`config.mk`:
```
export PLATFORM = sky130hd
export DESIGN_NAME = mc_flag_datapath
export DESIGN_NICKNAME = d
export VERILOG_FILES = /design/src/rtl/mc_pkg.sv /design/src/rtl/mc_out_slot.sv /design/src/rtl/mc_flag_datapath.sv
export SDC_FILE = /design/constraint.sdc
export NUM_CORES = 1
export LEC_CHECK = 0
export CAP_MARGIN = 25
export CORE_ASPECT_RATIO = 2
export CORE_MARGIN = 2
export CORE_UTILIZATION = 53
export DETAILED_ROUTE_END_ITERATION = 12
export PLACE_DENSITY = 0.81
export SLEW_MARGIN = 20
export SYNTH_ARGS = -nofsm -noshare
export SYNTH_HDL_FRONTEND = slang
export SYNTH_SLANG_ARGS = --single-unit
export TNS_END_PERCENT = 30
```
`constraint.sdc`:
```
create_clock -name clk -period 4.3 [get_ports clk]
set_input_delay 0.86 -clock clk [delete_from_list [all_inputs] [get_ports clk]]
set_output_delay 0.86 -clock clk [all_outputs]
set_load 0.02 [all_outputs]
```
`src/rtl/mc_pkg.sv`:
```
// Shared microcommand / flag index map for the controller-datapath interface.
package mc_pkg;

  localparam int unsigned NUM_UCMD  = 25;
  localparam int unsigned NUM_FLAGS = 5;

  // ucmd bit positions (bit k-1 carries controller output yk)
  localparam int unsigned UC_CLR_A = 0;
  localparam int unsigned UC_INC_A = 1;
  localparam int unsigned UC_DEC_A = 2;
  localparam int unsigned UC_LD_B  = 3;
  localparam int unsigned UC_ADD   = 4;
  localparam int unsigned UC_SUB   = 5;
  localparam int unsigned UC_SHL   = 7;
  localparam int unsigned UC_SHR   = 8;
  localparam int unsigned UC_LD_C  = 9;
  localparam int unsigned UC_DEC_C = 10;
  localparam int unsigned UC_EMIT  = 11;

  // x bit positions (bit k-1 carries flag xk)
  localparam int unsigned FL_AZERO     = 0;
  localparam int unsigned FL_ASIGN     = 1;
  localparam int unsigned FL_BGTA      = 2;
  localparam int unsigned FL_CNZ       = 3;
  localparam int unsigned FL_SLOT_FREE = 4;

  // A=0, C=0 and an empty slot after reset
  localparam logic [NUM_FLAGS-1:0] FLAGS_RST = 5'b10001;

endpackage

```
`src/rtl/mc_out_slot.sv`:
```
// Single-entry result register with valid/ready; flags results dropped on overrun.
module mc_out_slot #(
  parameter int unsigned WIDTH = 8
) (
  input  logic             clk,
  input  logic             rst,
  input  logic             emit,
  input  logic [WIDTH-1:0] data,
  input  logic             ready,
  output logic [WIDTH-1:0] dout,
  output logic             dout_valid,
  output logic             valid_nxt_c,
  output logic             drop_c
);

  logic load_c;

  // A full slot only accepts new data when it is drained in the same cycle
  always_comb begin
    load_c      = emit & (~dout_valid | ready);
    drop_c      = emit & dout_valid & ~ready;
    valid_nxt_c = dout_valid;
    if (load_c) begin
      valid_nxt_c = 1'b1;
    end else if (ready) begin
      valid_nxt_c = 1'b0;
    end
  end

  always_ff @(posedge clk or posedge rst) begin
    if (rst) begin
      dout       <= '0;
      dout_valid <= 1'b0;
    end else begin
      dout_valid <= valid_nxt_c;
      if (load_c) begin
        dout <= data;
      end
    end
  end

endmodule

```
`src/rtl/mc_flag_datapath.sv`:
```
// Operational unit executing controller microcommands and returning branch flags x1..x5.
module mc_flag_datapath
  import mc_pkg::*;
#(
  parameter int unsigned WIDTH    = 8,
  parameter int unsigned CW       = 4,
  parameter int unsigned CNT_INIT = 9
) (
  input  logic                 clk,
  input  logic                 rst,
  input  logic [NUM_UCMD-1:0]  ucmd,
  input  logic [WIDTH-1:0]     din,
  input  logic                 din_valid,
  output logic                 din_ack,
  output logic [WIDTH-1:0]     dout,
  output logic                 dout_valid,
  input  logic                 dout_ready,
  output logic [NUM_FLAGS-1:0] x,
  output logic                 err
);

  logic [WIDTH-1:0]     a_q, a_nxt;
  logic [WIDTH-1:0]     b_q, b_nxt;
  logic [CW-1:0]        c_q, c_nxt;
  logic                 ld_b_ok_c;
  logic                 err_nxt;
  logic [NUM_FLAGS-1:0] x_nxt;
  logic                 slot_valid_nxt_c;
  logic                 slot_drop_c;
  logic                 unused_ucmd;

  assign unused_ucmd = ^{ucmd[NUM_UCMD-1:12], ucmd[6]};

  mc_out_slot #(.WIDTH(WIDTH)) u_out_slot (
    .clk         (clk),
    .rst         (rst),
    .emit        (ucmd[UC_EMIT]),
    .data        (a_q),
    .ready       (dout_ready),
    .dout        (dout),
    .dout_valid  (dout_valid),
    .valid_nxt_c (slot_valid_nxt_c),
    .drop_c      (slot_drop_c)
  );

  // Next-state for A/B/C; y5/y6 read the old B, A has a single priority winner
  always_comb begin
    a_nxt     = a_q;
    b_nxt     = b_q;
    c_nxt     = c_q;
    ld_b_ok_c = ucmd[UC_LD_B] & din_valid;

    if (ucmd[UC_CLR_A]) begin
      a_nxt = '0;
    end else if (ucmd[UC_ADD]) begin
      a_nxt = a_q + b_q;
    end else if (ucmd[UC_SUB]) begin
      a_nxt = a_q - b_q;
    end else if (ucmd[UC_SHL]) begin
      a_nxt = a_q << 1;
    end else if (ucmd[UC_SHR]) begin
      a_nxt = a_q >> 1;
    end else if (ucmd[UC_INC_A] ^ ucmd[UC_DEC_A]) begin
      a_nxt = ucmd[UC_INC_A] ? a_q + WIDTH'(1) : a_q - WIDTH'(1);
    end

    if (ld_b_ok_c) begin
      b_nxt = din;
    end

    if (ucmd[UC_LD_C]) begin
      c_nxt = CW'(CNT_INIT);
    end else if (ucmd[UC_DEC_C] && (c_q != '0)) begin
      c_nxt = c_q - CW'(1);
    end

    err_nxt = err | (ucmd[UC_LD_B] & ~din_valid) | slot_drop_c;

    // Flags track post-update state so they are valid right after this edge
    x_nxt               = '0;
    x_nxt[FL_AZERO]     = (a_nxt == '0);
    x_nxt[FL_ASIGN]     = a_nxt[WIDTH-1];
    x_nxt[FL_BGTA]      = (b_nxt > a_nxt);
    x_nxt[FL_CNZ]       = (c_nxt != '0);
    x_nxt[FL_SLOT_FREE] = ~slot_valid_nxt_c;
  end

  always_ff @(posedge clk or posedge rst) begin
    if (rst) begin
      a_q     <= '0;
      b_q     <= '0;
      c_q     <= '0;
      din_ack <= 1'b0;
      err     <= 1'b0;
      x       <= FLAGS_RST;
    end else begin
      a_q     <= a_nxt;
      b_q     <= b_nxt;
      c_q     <= c_nxt;
      din_ack <= ld_b_ok_c;
      err     <= err_nxt;
      x       <= x_nxt;
    end
  end

endmodule

```
# ---- Word-level counts from Yosys, hierarchy flattened
# Index checks and enable logic that the tools add are counted.
dict set report classes {
  muxes 12
  n_addsub 5
  bitwise_logic 13
  n_reduce_logical 4
  order_cmp 1
}
# cell count
set op_table {}
lappend op_table {{$mux W8} 8}
lappend op_table {{$add A8 B1 Y8 const B} 1}
lappend op_table {{$add A8 B8 Y8} 1}
lappend op_table {{$gt A8 B8 Y1} 1}
lappend op_table {{$logic_not A8 Y1} 1}
lappend op_table {{$mux W4} 2}
lappend op_table {{$reduce_bool A4 Y1} 2}
lappend op_table {{$sub A8 B1 Y8 const B} 1}
lappend op_table {{$sub A8 B8 Y8} 1}
lappend op_table {{$and A1 B1 Y1} 5}
lappend op_table {{$not A1 Y1} 4}
lappend op_table {{$sub A4 B1 Y4 const B} 1}
lappend op_table {{$or A1 B1 Y1} 3}
lappend op_table {{$mux W1} 2}
lappend op_table {{$logic_and A1 B1 Y1} 1}
lappend op_table {{$xor A1 B1 Y1} 1}
dict set report totals {
  ff_bits 36
  output_inout_bits 16
  in_bits 37
}

# ---- Logic depth before layout (Yosys ltp)
# Gate-level depths: netlist of the first run.
dict set report logic_depth {
  ltp_word 9
  ltp_mapped 15
  ltp_nobuf 15
}

# ---- Modules after synthesis
# From an unflattened synthesis of the first run, not the netlist that was laid out.
dict set report hier_totals {
  cells_unflattened 321
  hier_area_um2 2889.0
}
# mod cells_per_inst seq_area_each_um2 area_per_inst_um2 instances
set by_module_without_submodules {}
lappend by_module_without_submodules {mc_flag_datapath 298 653.1 2503.7 1}
lappend by_module_without_submodules {mc_out_slot 23 225.2 385.4 1}

# ---- Worst setup path after synthesis of the first run
# OpenSTA, ideal clock, no wires.
dict set report synth_path {
  path_kind {input -> register}
  start {input ucmd[1]}
  end {register x[2]}
  path_buffers 0
  path_slack_ps 864
  arrival_ps 3312
  cell_stages 14
  t_required_ps 4176
  cell_sequence {inv_1 -> ha_1 -> a21oi_1 -> a21oi_1 -> o21a_1 -> mux2i_1 -> nor2_1 -> o32ai_1 -> inv_1 -> ha_1 -> a21o_1 -> a21oi_1 -> o21ai_0 -> o31a_1}
}
dict set report synth_via {
  elab_chain_cells 8
}
# item line
set synth_lines {}
lappend synth_lines {{from (decl)} mc_flag_datapath.sv:11} ;# input logic [NUM_UCMD-1:0] ucmd,
lappend synth_lines {{$mux W8 / $xor A1 B1 Y1 (equally long branches)} {mc_flag_datapath.sv:64, mc_flag_datapath.sv:63}}
lappend synth_lines {{$mux W8 *} mc_flag_datapath.sv:63} ;# end else if (ucmd[UC_INC_A] ^ ucmd[UC_DEC_A]) begin
lappend synth_lines {{$mux W8 *} mc_flag_datapath.sv:61} ;# end else if (ucmd[UC_SHR]) begin
lappend synth_lines {{$mux W8 *} mc_flag_datapath.sv:59} ;# end else if (ucmd[UC_SHL]) begin
lappend synth_lines {{$mux W8 *} mc_flag_datapath.sv:57} ;# end else if (ucmd[UC_SUB]) begin
lappend synth_lines {{$mux W8 *} mc_flag_datapath.sv:55} ;# end else if (ucmd[UC_ADD]) begin
lappend synth_lines {{$mux W8 *} mc_flag_datapath.sv:53} ;# if (ucmd[UC_CLR_A]) begin
lappend synth_lines {{named net a_nxt[6]} mc_flag_datapath.sv:22} ;# logic [WIDTH-1:0] a_q, a_nxt;
lappend synth_lines {{$gt A8 B8 Y1 *} mc_flag_datapath.sv:83} ;# x_nxt[FL_BGTA] = (b_nxt > a_nxt);
lappend synth_lines {{named net x_nxt[2]} mc_flag_datapath.sv:27} ;# logic [NUM_FLAGS-1:0] x_nxt;
lappend synth_lines {{to (signal assigned)} mc_flag_datapath.sv:102} ;# x <= x_nxt;
lappend synth_lines {{to (decl)} mc_flag_datapath.sv:18} ;# output logic [NUM_FLAGS-1:0] x,
# The timed path passes the listed nets; every way through them passes the cells marked *.
# A chain may end at the register's enable or synchronous reset.

# ---- Final worst setup path of the first run
dict set report layout_path {
  start {input ucmd[1]}
  end {register x[2]}
}
dict set report layout_via {
  elab_chain_cells 8
}
# item line
set layout_lines {}
lappend layout_lines {{$mux W8 / $xor A1 B1 Y1 (equally long branches)} {mc_flag_datapath.sv:64, mc_flag_datapath.sv:63}}
lappend layout_lines {{$mux W8 *} mc_flag_datapath.sv:63}
lappend layout_lines {{$mux W8 *} mc_flag_datapath.sv:61}
lappend layout_lines {{$mux W8 *} mc_flag_datapath.sv:59}
lappend layout_lines {{$mux W8 *} mc_flag_datapath.sv:57}
lappend layout_lines {{$mux W8 *} mc_flag_datapath.sv:55}
lappend layout_lines {{$mux W8 *} mc_flag_datapath.sv:53}
lappend layout_lines {{$gt A8 B8 Y1 *} mc_flag_datapath.sv:83}
lappend layout_lines {{named net x_nxt[2]} mc_flag_datapath.sv:27}
# Marked as above.

==> metrics.cfg, run 1 <==
[sta]
fin_setup_tns_ns=0
fin_worst_skew_ns=0.00807
hold_viol=0
fmax_ghz=0.265
period_share_pct=87.8
relSlewSlack_pct=61.0
grt_setup_unrepaired=no
period_minus_slack_ns=3.78
tightest_slew_ns=0.584
whs_ns=0.482
setup_viol=0
final_max_slew_viol_count=0

[layout]
areaGrowthSynthToFinish_pct=20.4
diodes=0
postLayoutCoreUtil_pct=65.6
fillCellCount=439
nNetsFinal=426
finalInstanceArea_sq_mm=0.00337
drive_gt1_share_pct=10.9

[clocking]
htree_levels=2
cts_buffers=5
cts_resized=0
ctsHoldBuffers=0
cts_num_sinks=35
clkLatencyLatePin_ns=0.30
clk_pin_slew_ns=0.08
cts_setup_buffers=0
clock-root-buffer=clkbuf_8
cts_tree=yes
cts_buffer_depth=2

[setup_path]
crit_arrival_ns=3.97
path_buf_inv=2
worstReg2RegEnd=x[2]
cp-end-kind=flip-flop
critPathRequiredTime_ns=4.49
cp_cell_sequence=clkdlybuf4s50_1 -> inv_1 -> ha_1 -> o21ai_0 -> o21ai_0 -> a31oi_1 -> mux2i_1 -> xnor2_1 -> o21ai_0 -> nand2_1 -> ha_1 -> nand3_1 -> o31a_1
cp_top_family=compound AO/OA/AOI/OAI gates
crit_path_frequent_cell=o21ai_0
worst_setup_path_start_kind=input port
reg2reg_depth=15
crit_cells=13
path_max_fanout=8
crit_type=in2reg
worst-r2r-setup-slack_ns=0.76
cp_slowest_cell=clkdlybuf4s50_1
reg2reg_from=a_q[0]
crit_path_max_incr_delay_ns=0.47

[routing]
ant_nets=0
via_per_inst=5.86
firstDrtPassIters=4
drt_wl_total_microns=6840
vias=2439
dr.first_iter.drc_count=30
wl_per_cell_microns=16.4
drc_errors=0

[die]
die_x_microns=55.4
start_util_pct=54.5
dieArea_sq_mm=0.00592
die_y_microns=107
fp-row-count=37
io_pins=53
fp.coreArea_sq_mm=0.00514

[global_route]
overflow=0
antenna_found_initial=0
grt_use_total_pct=24.9
grt_max_degree=36
grt_pass1_wl_microns=11300
grt_pass1_vias=2533

[logic_synthesis]
synth_warnings=0
async_flop_share_pct=100
ys_seq_area_share_pct=31.4
syn-cell-area_sq_mm=0.00280
ys_seq_elements=35
synth_edf_count=0
ys_top_cells_by_area=dfrtp_1 29%, ha_1 13%, inv_1 4.4%
synth_top_area_cell=dfrtp_1
ys_top_cells_by_count=33 x dfrtp_1, 33 x inv_1, 31 x nand2_1
yosys.area.top_type_share_pct=29.5
syn-num-nets=381
synth.distinct_cells=60
synth_cells=312
syn_area_per_cell_sq_um=8.97
ys.flop_type=dfrtp_1

[min_path]
whs_path_depth=1
min_from=err
hold_path_end=err
hold_class=reg2reg

[flow_run]
max_cap_violations=0

[placed_design]
postPlaceCellArea_sq_mm=0.00328
globalplace.congestion=0.976
port_buffers=38
dp_hpwl_microns=5540

[power]
p_per_area_mw_per_mm2=435
p_leak_uw=0.00150
ir_drop_v=0.000362

[run_status]
status=finished, final reports clean

[state kept, by name (all words and copies together) (netlist names)]
name                   count
x                          5
b_q                        8
u_out_slot.dout_valid      1
u_out_slot.dout            8
a_q                        7
din_ack                    1
c_q                        4
err                        1
[worst register-to-register path: cells and delay by family, from the launching register on]
kind                     cells  cell delay, ns
adder cells (fa/ha/maj)      3            0.98
AO/OA/AOI/OAI                7            1.27
flip-flops                   1            0.52
AND/OR/NAND/NOR              2            0.32
buffers and inverters        2            0.18
XOR/XNOR                     1            0.16
[kinds of logic (layout without fill, tap and decap cells)]
family / count (synthesis) / in the layout / share of synthesized area, %
and+or+nand+nor: 98 / 98 / 17.5
AOI/OAI and AO/OA: 77 / 77 / 20.1
buffers and inverters: 43 / 89 / 6.17
adders and majority gates: 32 / 32 / 15.1
xor gates and xnor gates: 16 / 16 / 5.54
muxes: 11 / 11 / 4.20
DFF: 35 / 35 / 31.4
[area by class of cell]
class / count / area [sq um] / area share [%]
multi-input cells: 234 / 1750 / 51.9
flip-flops and latches: 35 / 878 / 26.0
repair buffers: 48 / 455 / 13.5
inverters: 33 / 124 / 3.67
well taps: 58 / 72.6 / 2.15
clock buffers: 5 / 68.8 / 2.04
clock inverters: 3 / 23.8 / 0.705
[how the worst max path moves through the flow]
stage | start | end | slack [ns]
4_1_cts | ucmd[1] | x[2] | 0.51
6_report | ucmd[1] | x[2] | 0.52
3_5_place_dp | ucmd[1] | x[2] | 0.19
2_1_floorplan | ucmd[1] | x[2] | 0.86
5_1_grt | ucmd[1] | x[2] | 0.30
3_3_place_gp | ucmd[1] | x[2] | 0.24
[per-stage QoR]
stage	power, uW	worst slack, ns	cells
after floorplan	985	0.864	312
after global placement	1190	0.241	408
after detailed placement	1220	0.188	408
after CTS	1470	0.505	416
after global routing	1570	0.302	416
final	1470	0.524	416
[where the power goes]
group	internal, uW	switching, uW
logic	349	399
registers	394	72.1
clock network	116	136
total	859	608
[placed cells by master (no fill, tap or decap), drive strengths merged, types with 9 or more instances in the layout]
cell type      instances
ha                    29
nand2                 31
a21oi                 20
inv                   34
nor2                  19
o21ai                 17
xnor2                 14
dfrtp                 33
buf                   10
nand2b                10
nand3                  9
clkdlybuf4s50         38
[per-layer routing]
layer  share of wire [%]  vias up  track usage (%)
met1                  35     1165             23.0
met4                 5.5        0             17.6
li1                    -     1191                -
met5                   0        -                0
met2                  57       58             47.7
met3                 2.1       25             3.74
Note: power is estimated with default switching activity, not from simulation.
==> run 2: changes to the inputs <==
SYNTH_HIERARCHICAL = 1   (was default)
==> run 2 against run 1 <==
Clock power fell by 8.7%. Synthesized cell count rose by 2.9%. Combinational power rose by 3.2%. Non-clock buffer count fell by 3. Clock-buffer cell count rose by 1. Power rose by 0.52%. First-iteration DRC count rose to 3.2 times the previous value. Cell area rose by 2.8%. Critical path type unchanged. Critical endpoint unchanged.
==> metrics.cfg, run 2 <==
[logic_synthesis]
synth_cells=321
ys_top_cells_by_count=35 x inv_1, 33 x dfrtp_1, 29 x ha_1
synth.distinct_cells=61
syn-cell-area_sq_mm=0.00289
synth_warnings=6
synth_edf_count=0
ys_seq_area_share_pct=30.4
syn-num-nets=390
synth_top_area_cell=dfrtp_1
ys_seq_elements=35
syn_area_per_cell_sq_um=9.00
ys.flop_type=dfrtp_1
async_flop_share_pct=100
ys_top_cells_by_area=dfrtp_1 29%, ha_1 13%, inv_1 4.5%
yosys.area.top_type_share_pct=28.6
synth.most_common_cell=inv_1

[global_route]
top_usage_layer=met2
grt_pass1_wl_microns=11600
grt_max_degree=27
globalRouteMet3Util_pct=3.83
use_met1_pct=28.1
met2_usage_pct=41.2
antenna_found_initial=0
grt_pass1_vias=2626
grt_use_total_pct=23.8
overflow=0

[placed_design]
port_buffers=38
postPlaceCellArea_sq_mm=0.00335
dp_hpwl_microns=5640
globalplace.congestion=0.866

[sta]
fin_setup_tns_ns=0
whs_ns=0.503
fmax_ghz=0.264
tightest_slew_ns=0.547
period_minus_slack_ns=3.79
setup_viol=0
fin_worst_skew_ns=0.00860
period_share_pct=88.0
grt_setup_unrepaired=no
relSlewSlack_pct=63.2
hold_viol=0
final_max_slew_viol_count=0

[routing]
ant_nets=0
firstDrtPassIters=4
vias=2540
dr.first_iter.drc_count=97
wl_per_cell_microns=16.5
drt_wl_total_microns=7020
drc_errors=0
via_per_inst=5.96

[layout]
multi_input_area_sq_mm=0.00184
nNetsFinal=434
areaGrowthSynthToFinish_pct=20.0
postLayoutCoreUtil_pct=65.1
finalInstanceArea_sq_mm=0.00347
drive_gt1_share_pct=10.9
largestRegisters=b_q x8, u_out_slot/dout x8, a_q x7
fillCellCount=458
layout_commonest_cell=clkdlybuf4s50_1
layout.cells.most_common_list=38 x clkdlybuf4s50_1, 34 x inv_1, 33 x dfrtp_1, 29 x ha_1, 26 x nand2_1
diodes=0
seqCellArea_sq_um=878

[clocking]
clk_pin_slew_ns=0.07
htree_levels=2
clock-root-buffer=clkbuf_8
cts_tree=yes
cts_num_sinks=35
cts_resized=0
cts_setup_buffers=0
cts_buffer_depth=2
clkLatencyLatePin_ns=0.29
ctsHoldBuffers=0
cts_buffers=5

[power]
ir_drop_v=0.000394
total_power_uw=1470
p_per_area_mw_per_mm2=425
p_leak_uw=0.00162

[setup_path]
reg2reg_depth=16
critPathRequiredTime_ns=4.53
path_max_fanout=8
crit_arrival_ns=4.02
crit_type=in2reg
cp-end-kind=flip-flop
worst_setup_path_start_kind=input port

[die]
fp-row-count=38
die_y_microns=108
dieArea_sq_mm=0.00609
die_x_microns=56.2
io_pins=53
fp.coreArea_sq_mm=0.00533
start_util_pct=54.3

[flow_run]
max_cap_violations=0

[min_path]
hold_class=reg2reg
whs_path_depth=2

[run_status]
status=finished, final reports clean

[run 2: changes by cell type after synthesis, moves of 5 or more]
cell     before  now
mux2_4        0    8
a21oi_1      18   25
nand2_1      31   26
o21ai_0      17   22
[run 2: metal layers]
metal	vias up	wire length, microns
met4	0	255
met2	75	3630
li1	1225	-
met3	26	289
met5	-	0
met1	1214	2840
[run 2: final timing paths]
check,start,to,slack [ns]
setup / recovery,ucmd[1],x[2],0.51
hold / removal,err,err,0.50
setup reg to reg,a_q[0],x[2],0.75
hold reg to reg,err,err,0.50
max in group asynchronous,rst,x[0],3.04
min in group asynchronous,rst,err,0.81
[run 2: layout make-up]
type,instances,share of cell area [%]
timing repair buffer,45,13.1
multi-input combinational,243,53.2
clock buffer,6,2.09
clock inverter,2,0.361
tap,60,2.17
inverter,35,3.79
sequential,35,25.3
[run 2: cell families after synthesis]
kind of cell	Yosys count	synth area share [%]
AND/OR/NAND/NOR	95	17.3
AO/OA/AOI/OAI	87	20.6
buffers and inverters	43	5.80
flip-flops	35	30.4
adder cells (fa/ha/maj)	32	14.6
multiplexers	16	7.06
XOR/XNOR	13	4.20
[run 2: metrics by stage]
stage / std cells / setup slack (ns)
floorplan: 321 / 1.04
global placement: 417 / 0.278
detailed placement: 417 / 0.200
CTS: 425 / 0.515
global route: 426 / 0.335
finish: 426 / 0.514
[run 2: report_power, final]
part | internal (uW) | switching [uW] | leakage, uW
clock | 113 | 117 | 0.0000412
sequential | 395 | 76.1 | 0.000427
combinational | 367 | 405 | 0.00115
total | 875 | 599 | 0.00162
[run 2: worst max-delay path, stage by stage]
cell and delay (ns):
clkdlybuf4s50_1 0.47, inv_1 0.16, ha_1 0.35, a211oi_1 0.22
nor2_1 0.13, o31ai_1 0.29, mux2i_1 0.32, mux2i_1 0.25
o221ai_2 0.15, ha_1 0.33, nand3_1 0.11, o21ai_0 0.21
o31a_1 0.16
==> run 3: changes to the inputs <==
CORE_UTILIZATION = 35   (was 53)
PLACE_DENSITY = 0.57   (was 0.81)
==> run 3 against run 2 <==
Non-clock buffer count is 3 higher. Setup slack gained 0.018 ns. Sequential power about the same. Wire length is 9.6% higher. First-iteration DRC count grew 3.1%. Fmax rose by 0.48%. Register-to-register slack better by 0.07 ns. Die area increased by 48%. Power up 8.1%. Clock skew is 0.0035 ns lower. Via count shrank 2.2%. Critical path type unchanged. Largest power group unchanged. Highest routed layer unchanged.
==> metrics.cfg, run 3 (synthesis results as in run 2) <==
[sta]
final_max_slew_viol_count=0
fin_worst_skew_ns=0.00505
grt_setup_unrepaired=no
setup_viol=0
fmax_ghz=0.265
period_share_pct=87.6
relSlewSlack_pct=63.2
fin_setup_tns_ns=0
hold_viol=0
period_minus_slack_ns=3.77
tightest_slew_ns=0.547

[placed_design]
globalplace.congestion=0.900
dp_hpwl_microns=6420
port_buffers=38

[power]
total_power_uw=1590
p_per_area_mw_per_mm2=444
ir_drop_v=0.000320
p_leak_uw=0.00167

[setup_path]
cp-startpoint=ucmd[1]
reg2reg_depth=16
cp-end-kind=flip-flop
worst_setup_path_start_kind=input port
worst-r2r-setup-slack_ns=0.82
reg2reg_from=a_q[0]
crit_arrival_ns=3.93
critPathRequiredTime_ns=4.46
worstReg2RegEnd=x[2]
crit_type=in2reg
path_max_fanout=8

[clocking]
cts_setup_buffers=0
clkLatencyLatePin_ns=0.28
cts_resized=0
cts_tree=yes
clock-root-buffer=clkbuf_16
htree_levels=2
clk_pin_slew_ns=0.05
ctsHoldBuffers=0
cts_buffer_depth=2
cts_buffers=5
cts_num_sinks=35

[die]
fp-row-count=46
io_pins=53
dieArea_sq_mm=0.00904
fp.coreArea_sq_mm=0.00800
die_y_microns=132
die_x_microns=68.2
start_util_pct=36.1

[min_path]
hold_class=reg2reg
min_from=err
hold_path_end=err
whs_path_depth=2

[routing]
via_per_inst=5.34
vias=2485
ant_nets=0
drt_wl_total_microns=7690
drc_errors=0
firstDrtPassIters=4
wl_per_cell_microns=16.5
dr.first_iter.drc_count=100

[global_route]
overflow=0
grt_pass1_wl_microns=12700
met2_usage_pct=36.7
grt_max_degree=19
grt_use_total_pct=18.9
grt_pass1_vias=2679
globalRouteMet3Util_pct=2.47
top_usage_layer=met2
use_met1_pct=18.1
antenna_found_initial=0

[layout]
layout.cells.most_common_list=38 x clkdlybuf4s50_1, 35 x inv_1, 33 x dfrtp_1, 29 x ha_1, 26 x nand2_1
diodes=0
largestRegisters=b_q x8, u_out_slot/dout x8, a_q x7
areaGrowthSynthToFinish_pct=24.3
layout_commonest_cell=clkdlybuf4s50_1
drive_gt1_share_pct=11.7
nNetsFinal=437

[flow_run]
max_cap_violations=0

[run_status]
status=finished, final reports clean

## run 3: cell types whose count changed in the layout (fill, tap and decap cells not counted), sizes merged
cell / change
buf: +3
clkinv: -1
inv: +1
## run 3: critical path, stage by stage
cell,delay (ns)
clkdlybuf4s50_1,0.48
inv_1,0.16
ha_1,0.35
a211oi_1,0.20
nor2_1,0.13
o31ai_1,0.30
mux2i_1,0.32
mux2i_1,0.26
o221ai_2,0.14
ha_1,0.31
nand3_1,0.11
o31a_1,0.31
## run 3: worst max path at each step
stage / end / depth (start not counted)
floorplan: x[2] / 11
global placement: x[2] / 12
detailed placement: x[2] / 12
CTS: x[2] / 12
global route: x[2] / 15
finish: x[2] / 12
## run 3: stage by stage
step / instance area [sq um] / worst slack [ns] / cells / hold WS, ns / util, %
after CTS: 3590 / 0.488 / 465 / 0.508 / 44.9
after global routing: 3590 / 0.228 / 465 / 0.534 / 44.9
after global placement: 3420 / 0.224 / 456 / 0.466 / 42.8
after detailed placement: 3450 / 0.202 / 457 / 0.490 / 43.1
final: 3590 / 0.532 / 465 / 0.503 / 44.9
after floorplan: 2890 / 1.04 / 321 / 0.505 / -
## run 3: routing by layer
layer / share of wire [%] / vias to the layer above
met5: 0 / -
li1: - / 1235
met1: 33 / 1180
met4: 3.5 / 0
met3: 3.0 / 19
met2: 60 / 51
## run 3: layout make-up
class                      count  area [sq um]
inverter                      35           131
fill                         796          4410
timing repair buffer          48           475
tap                           96           120
clock inverter                 2          12.5
multi-input combinational    243          1840
clock buffer                   6           129
sequential                    35           878
## run 3: report_power, final
group	internal, uW	switching, uW
combinational	372	400
clock	214	135
sequential	395	75.9
